--- src/rtl/mux_pkg.sv ---
// Shared definitions for the selector/TDM path: FSM encodings and the elaboration-time width helper.
package mux_pkg;

  typedef enum logic {
    ST_HUNT   = 1'b0,
    ST_LOCKED = 1'b1
  } tdm_state_e;

  function automatic int clog2(input int n);
    int r;
    r = 0;
    while ((1 << r) < n) r++;
    return r;
  endfunction

endpackage

--- src/rtl/tdm_frame_counter.sv ---
// Channel index counter for the TDM receiver: clear, load-to-one on a sync, or step with wrap at MAX.
module tdm_frame_counter #(
  parameter int SEL_W = 3,
  parameter int MAX   = 7
) (
  input  logic             clk,
  input  logic             rst_n,
  input  logic             inc,
  input  logic             load1,
  input  logic             clr,
  output logic [SEL_W-1:0] count,
  output logic             wrap_next
);

  logic [SEL_W-1:0] count_q, count_d;

  assign wrap_next = (count_q == SEL_W'(MAX));
  assign count     = count_q;

  // Clear beats load beats increment; increment at MAX wraps back to channel 0.
  always_comb begin
    count_d = count_q;
    if (clr)        count_d = '0;
    else if (load1) count_d = SEL_W'(1);
    else if (inc)   count_d = wrap_next ? '0 : count_q + SEL_W'(1);
  end

  always_ff @(posedge clk or negedge rst_n) begin
    if (!rst_n) count_q <= '0;
    else        count_q <= count_d;
  end

endmodule

--- src/rtl/tdm_demux_8.sv ---
// TDM receiver: frame-aligns a one-channel-per-valid-cycle stream and publishes whole frames in parallel.
module tdm_demux_8
  import mux_pkg::*;
#(
  parameter int NUM_CH = 8,
  parameter int SEL_W  = 3,
  parameter int DATA_W = 1
) (
  input  logic                     clk,
  input  logic                     rst_n,
  input  logic [DATA_W-1:0]        in_data,
  input  logic                     in_valid,
  input  logic                     frame_sync,
  output logic [NUM_CH*DATA_W-1:0] out_bus,
  output logic                     frame_strobe,
  output logic [SEL_W-1:0]         select,
  output logic                     locked,
  output logic                     sync_err
);

  if (NUM_CH < 2 || SEL_W != clog2(NUM_CH)) begin : g_bad_params
    $error("tdm_demux_8: NUM_CH must be >= 2 and SEL_W must equal clog2(NUM_CH)");
  end

  tdm_state_e                state_q, state_d;
  logic [NUM_CH*DATA_W-1:0]  shadow_q, shadow_d;
  logic [NUM_CH*DATA_W-1:0]  out_bus_q, out_bus_d;
  logic                      strobe_q, strobe_d;
  logic                      err_q, err_d;
  logic                      cnt_inc, cnt_load1, cnt_clr, wrap_next;

  tdm_frame_counter #(
    .SEL_W (SEL_W),
    .MAX   (NUM_CH - 1)
  ) u_cnt (
    .clk       (clk),
    .rst_n     (rst_n),
    .inc       (cnt_inc),
    .load1     (cnt_load1),
    .clr       (cnt_clr),
    .count     (select),
    .wrap_next (wrap_next)
  );

  always_comb begin
    state_d   = state_q;
    shadow_d  = shadow_q;
    out_bus_d = out_bus_q;
    strobe_d  = 1'b0;
    err_d     = 1'b0;
    cnt_inc   = 1'b0;
    cnt_load1 = 1'b0;
    cnt_clr   = 1'b0;
    if (in_valid) begin
      if (frame_sync) begin
        // A sync always restarts the frame; mid-frame it also abandons the partial frame.
        shadow_d[0 +: DATA_W] = in_data;
        cnt_load1             = 1'b1;
        state_d               = ST_LOCKED;
        err_d                 = (state_q == ST_LOCKED) && (select != '0);
      end else if (state_q == ST_LOCKED) begin
        if (select == '0) begin
          err_d   = 1'b1;
          cnt_clr = 1'b1;
          state_d = ST_HUNT;
        end else begin
          shadow_d[int'(select)*DATA_W +: DATA_W] = in_data;
          cnt_inc                                 = 1'b1;
          if (wrap_next) begin
            strobe_d  = 1'b1;
            out_bus_d = shadow_d;
          end
        end
      end
    end
  end

  always_ff @(posedge clk or negedge rst_n) begin
    if (!rst_n) begin
      state_q   <= ST_HUNT;
      shadow_q  <= '0;
      out_bus_q <= '0;
      strobe_q  <= 1'b0;
      err_q     <= 1'b0;
    end else begin
      state_q   <= state_d;
      shadow_q  <= shadow_d;
      out_bus_q <= out_bus_d;
      strobe_q  <= strobe_d;
      err_q     <= err_d;
    end
  end

  assign out_bus      = out_bus_q;
  assign frame_strobe = strobe_q;
  assign sync_err     = err_q;
  assign locked       = (state_q == ST_LOCKED);

endmodule
--- config.mk ---
export PLATFORM = sky130hd
export DESIGN_NAME = tdm_demux_8
export DESIGN_NICKNAME = d
export VERILOG_FILES = /design/src/rtl/mux_pkg.sv /design/src/rtl/tdm_frame_counter.sv /design/src/rtl/tdm_demux_8.sv
export SDC_FILE = /design/constraint.sdc
export NUM_CORES = 1
export LEC_CHECK = 0
export ABC_AREA = 0
export CORE_UTILIZATION = 56
export CTS_CLUSTER_DIAMETER = 80
export DETAILED_ROUTE_END_ITERATION = 6
export HOLD_SLACK_MARGIN = 0.03
export PLACE_DENSITY = 0.92
export SLEW_MARGIN = 30
export SYNTH_ARGS = -nofsm -noshare
export SYNTH_HDL_FRONTEND = slang
export SYNTH_SLANG_ARGS = --single-unit
--- constraint.sdc ---
create_clock -name clk -period 5.7 [get_ports clk]
set_input_delay 0.57 -clock clk [delete_from_list [all_inputs] [get_ports clk]]
set_output_delay 0.57 -clock clk [all_outputs]
set_load 0.02 [all_outputs]
# Word-level counts from Yosys, hierarchy flattened
# Cells that the tools add are included.
# word_totals
input_bits,5
mem_bits_ro,0
memories,0
latch_bits,0
ram_bits,0
word_cells,49
regBits,22
out_inout_bits,14
# classes
div_mod_pow,0
mux,26
bitwise_logic,2
reduce_logical,8
n_lt_le_gt_ge,0
eq_ne,2
shift,2
addsub,2
mul,0
# ops
operator,n
3-bit negator with 33-bit output,1
"1-bit by 33-bit variable shift with 8-bit output, first input constant",1
1-bit by 33-bit indexed part select with 8-bit output,1
1-bit two-way mux,21
3-bit two-way mux,4
8-bit bitwise mux,1
3-bit nonzero test,2
5-bit AND reduction,1
4-bit AND reduction,1
"3-bit by 1-bit adder with 3-bit output, second input constant",1
"3-bit == test, second input constant",1
3-bit zero test,1
3-bit AND reduction,1
"2-bit != test, second input constant",1
1-bit inverter,2
2-bit nonzero test,1
1-bit logical AND,1

# Logic depth before layout (Yosys ltp)
# logic_depth
depth_word,8
depth_mapped,9
ltp_nobuf,7

# Modules after synthesis
# Synthesis repeated with hierarchy kept, for this count alone.
# unflattened
hier_cells,129
hier_area_um2,1282.5
# modules_own_cells
mod,n_inst,cells_per_inst,area_each_um2,seq_area_each_um2
tdm_demux_8,1,116,1127.3,475.5
tdm_frame_counter,1,13,155.1,75.1

# Worst setup path before layout
# OpenSTA, ideal clock, no wires.
# synth_timing
kind,register -> register
start,reg u_cnt.count_q[0] (netlist: u_cnt.count[0])
end,reg shadow_q[4]
t_arrival_ns,2.130
setup_ns,0.125
setup_slack_ns,3.444
required_time_ns,5.575
path_buffers,1
stages_incl_launch_ff,9
period_less_slack_ns,2.256
cell_sequence,dfrtp_1 -> buf_2 -> inv_1 -> ha_1 -> ha_1 -> and4bb_4 -> nor4b_4 -> nand2_1 -> mux2_4
# synth_between
elab_chain_len,3
elab_cells_between_ends,7
classes_between,add/sub (1); shift (2); mux (1); bitwise (1); reduce/logical (2)
# synth_rtl
item,line_no,text
from (decl),tdm_frame_counter.sv:15,"logic [SEL_W-1:0] count_q, count_d;"
from (signal assigned),tdm_frame_counter.sv:30,else count_q <= count_d;
3-bit negator with 33-bit output or 3-bit zero test (tied branches),"tdm_demux_8.sv:67, tdm_demux_8.sv:62",
"1-bit by 33-bit indexed part select with 8-bit output, or another cell as far along",tdm_demux_8.sv:67,shadow_d[int'(select)*DATA_W +: DATA_W] = in_data;
8-bit bitwise mux or 4-bit AND reduction (tied branches),n/a,
to (signal assigned),tdm_demux_8.sv:87,shadow_q <= shadow_d;
to (decl),tdm_demux_8.sv:26,"logic [NUM_CH*DATA_W-1:0] shadow_q, shadow_d;"
# Several ways; a longest one is shown, not always the timed one.
# A chain may end at the register's enable or synchronous reset.

# Worst setup path in the final report
# Ends and elaborated chain as after synthesis.

==> flow_summary.yaml <==
outcome:
  status: "completed"
layout:
  n_antenna_cell: 0
  multi_input_area_um2: 604
  area_growth_pct: 17.9
  final_cell_area_mm2: 0.00142
  fill_cells: 143
  drive_gt1_frac: 0.131
  final-seq-area_um2: 551
  nets: 141
logic_synthesis:
  synth_top_cell_area_share: 0.456
  ys_seq_area_frac: 0.456
  yosys.area.top_type: "dfrtp_1"
  syn_inst: 114
  ys.flop_type: "dfrtp_1"
  synth.distinct_cells: 34
  yosys_warnings: 0
  synth_edf_count: 0
  synth_area_mm2: 0.00121
  synth-seq-cells: 22
  syn-mean-instance-area_um2: 10.6
  syn_nets: 124
  ys_top_cells_by_area: "dfrtp_1, mux2i_1, ha_1"
  ys_async_sr_fraction: 1.00
timing:
  finalCritPeriodShare: 0.459
  tns_ns: 0
  timing.fmax_mhz: 382
  tightest_slew_ns: 0.661
  postLayoutSetupSlackWorst_ns: 3.09
  whs_ns: 0.200
  slew_headroom: 0.548
  finalHoldViolCount: 0
  setup_violations: 0
  rsz0062_at_grt: "no"
  fin_skew_ns: 0.00570
  min_period_ns: 2.61
  slew_viol_final: 0
setup_path:
  path_max_fanout: 13
  cp_common_cell: "ha_1"
  end_kind: "flip-flop"
  crit_chain: "inv_1 > ha_1 > ha_1 > and4bb_4 > nor4b_4 > nand2_1 > mux2_4"
  worstPathRequired_ns: 5.91
  critPathArrivalTime_ns: 2.82
  reg2reg_to: "shadow_q[4]$_DFFE_PN0N_"
  critPathKind: "flip-flop to flip-flop"
  cpPeakStageDelay_ns: 0.60
  critPathTopFamily: "simple AND/OR/NAND/NOR gates"
  start_kind: "flip-flop"
  rr_startpoint: "u_cnt.count[0]$_DFFE_PN0P_"
  cp_slowest_cell: "dfrtp_1"
  crit_buf_inv: 1
  reg2reg_slack_ns: 3.09
  worstRegToRegCells: 7
detailed_routing:
  routed_wl_um: 2300
  firstDrtPassIters: 4
  viasPerCell: 5.72
  initialDrtViolationCount: 56
  wl_per_cell_um: 14.6
  drtAntennaViolNets: 0
  drc: 0
  vias: 898
floorplanning:
  num_rows: 16
  ios: 19
  die_y_um: 48.4
  dieArea_mm2: 0.00234
  die_w_um: 48.4
  start_util: 0.603
  fp.coreArea_mm2: 0.00200
global_route:
  antenna_found_initial: 0
  gr-usage-met1: 0.271
  grt_overflow: 0
  grt_use_met2: 0.357
  grt_pass1_wl_um: 3880
  grt_busiest_layer: "met2"
  grt_usage: 0.217
  grt_max_degree: 23
  grt_pass1_vias: 879
  met3_usage: 0.0377
clocking:
  clk_pin_slew_ns: 0.12
  cts-resized-gates: 0
  cts_max_level: 1
  ctsHoldBuffers: 0
  cts_inserted_buffers: 3
  cts_root_buffer: "clkbuf_4"
  cts_sinks: 22
  clk_path_buf_depth: 2
  tritoncts: "yes"
  clkLatencyLatePin_ns: 0.31
  cts_setup_buffers: 0
pwr:
  leakage_nw: 0.613
  powerDensity_mw_per_mm2: 401
  power_mw: 0.571
  peakVddDrop_mv: 0.288
placed_design:
  post-dp-hpwl_um: 1680
  pre_cts_ws_ns: 3.16
  io_buffers: 18
  gp_congestion: 0.810
  place_area_mm2: 0.00139
flow_run:
  cap_violations: 0
min_path:
  hold_class: "primary input to async pin"
## metal layers
layer  routed length, µm  up-vias  part of all wire
met1                1010      425              0.44
met3                  98        9             0.043
met5                   0        -                 0
met2                1120       32              0.49
met4                  68        0             0.030
li1                    -      432                 -
## layout make-up
| type | count | area share |
|---|---|---|
| clock buffers | 4 | 0.0255 |
| inverters | 6 | 0.0158 |
| multi-input cells | 80 | 0.425 |
| flip-flops and latches | 22 | 0.387 |
| well taps | 27 | 0.0237 |
| repair buffers | 18 | 0.123 |
## logic make-up (layout without fill, tap and decap cells)
family | after synthesis | after routing | share of synthesized area
adders and majority gates | 5 | 5 | 0.0519
AOI/OAI and AO/OA | 17 | 17 | 0.0975
buffers and inverters | 12 | 28 | 0.0477
and+or+nand+nor | 43 | 43 | 0.204
DFF | 22 | 22 | 0.456
muxes | 15 | 15 | 0.142
## layout by cell type (no fill, tap or decap), drive strengths merged, types with 2 or more instances in the layout
master | synthesis | final
clkdlybuf4s50 | 0 | 17
nand2b | 2 | 2
nand3 | 3 | 3
inv | 6 | 6
nand2 | 9 | 9
ha | 5 | 5
a32o | 2 | 2
a21oi | 7 | 7
mux2i | 7 | 7
nor4 | 2 | 2
nor2 | 13 | 13
dfrtp | 22 | 22
clkbuf | 1 | 4
mux2 | 8 | 8
and2 | 2 | 2
nor3 | 3 | 3
nor2b | 4 | 4
## worst max path at each step
stage	startpoint	to	depth (start not counted)
detailed placement	u_cnt.count[0]$_DFFE_PN0P_	shadow_q[4]$_DFFE_PN0N_	7
floorplan	u_cnt.count[0]$_DFFE_PN0P_	shadow_q[4]$_DFFE_PN0N_	8
global placement	u_cnt.count[0]$_DFFE_PN0P_	shadow_q[6]$_DFFE_PN0N_	7
global route	u_cnt.count[0]$_DFFE_PN0P_	shadow_q[4]$_DFFE_PN0N_	7
CTS	u_cnt.count[0]$_DFFE_PN0P_	shadow_q[4]$_DFFE_PN0N_	7
finish	u_cnt.count[0]$_DFFE_PN0P_	shadow_q[4]$_DFFE_PN0N_	7
## Yosys cell counts, drive strengths merged (2+ instances only)
master  instances
nand3           3
a32o            2
nand2b          2
ha              5
dfrtp          22
mux2            8
a21oi           7
and2            2
inv             6
nand2           9
nor2b           4
nor3            3
nor2           13
buf             5
nor4            2
mux2i           7
## report_power, final
group | internal (mW) | switching, mW | total [mW]
clock network | 0.0390 | 0.0449 | 0.0839
logic | 0.116 | 0.157 | 0.272
registers | 0.186 | 0.0291 | 0.215
## through the flow
step | cells | utilization
2_1_floorplan | 114 | -
3_3_place_gp | 153 | 0.692
3_5_place_dp | 153 | 0.692
4_1_cts | 157 | 0.710
5_1_grt | 157 | 0.711
6_report | 157 | 0.711
## worst register-to-register path: cells and delay by family, from the launching register on
| kind | cells | cell delay [ns] |
|---|---|---|
| adder cells (fa/ha/maj) | 2 | 0.63 |
| buffers and inverters | 1 | 0.14 |
| multiplexers | 1 | 0.31 |
| AND/OR/NAND/NOR | 3 | 0.85 |
| flip-flops | 1 | 0.60 |
## state kept, by name, indices dropped and copies added, names as in the netlist
name / flops
frame_strobe: 1
locked: 1
out_bus: 8
shadow_q: 8
sync_err: 1
u_cnt.count: 3
No activity file was read; power rests on OpenSTA's default activity.
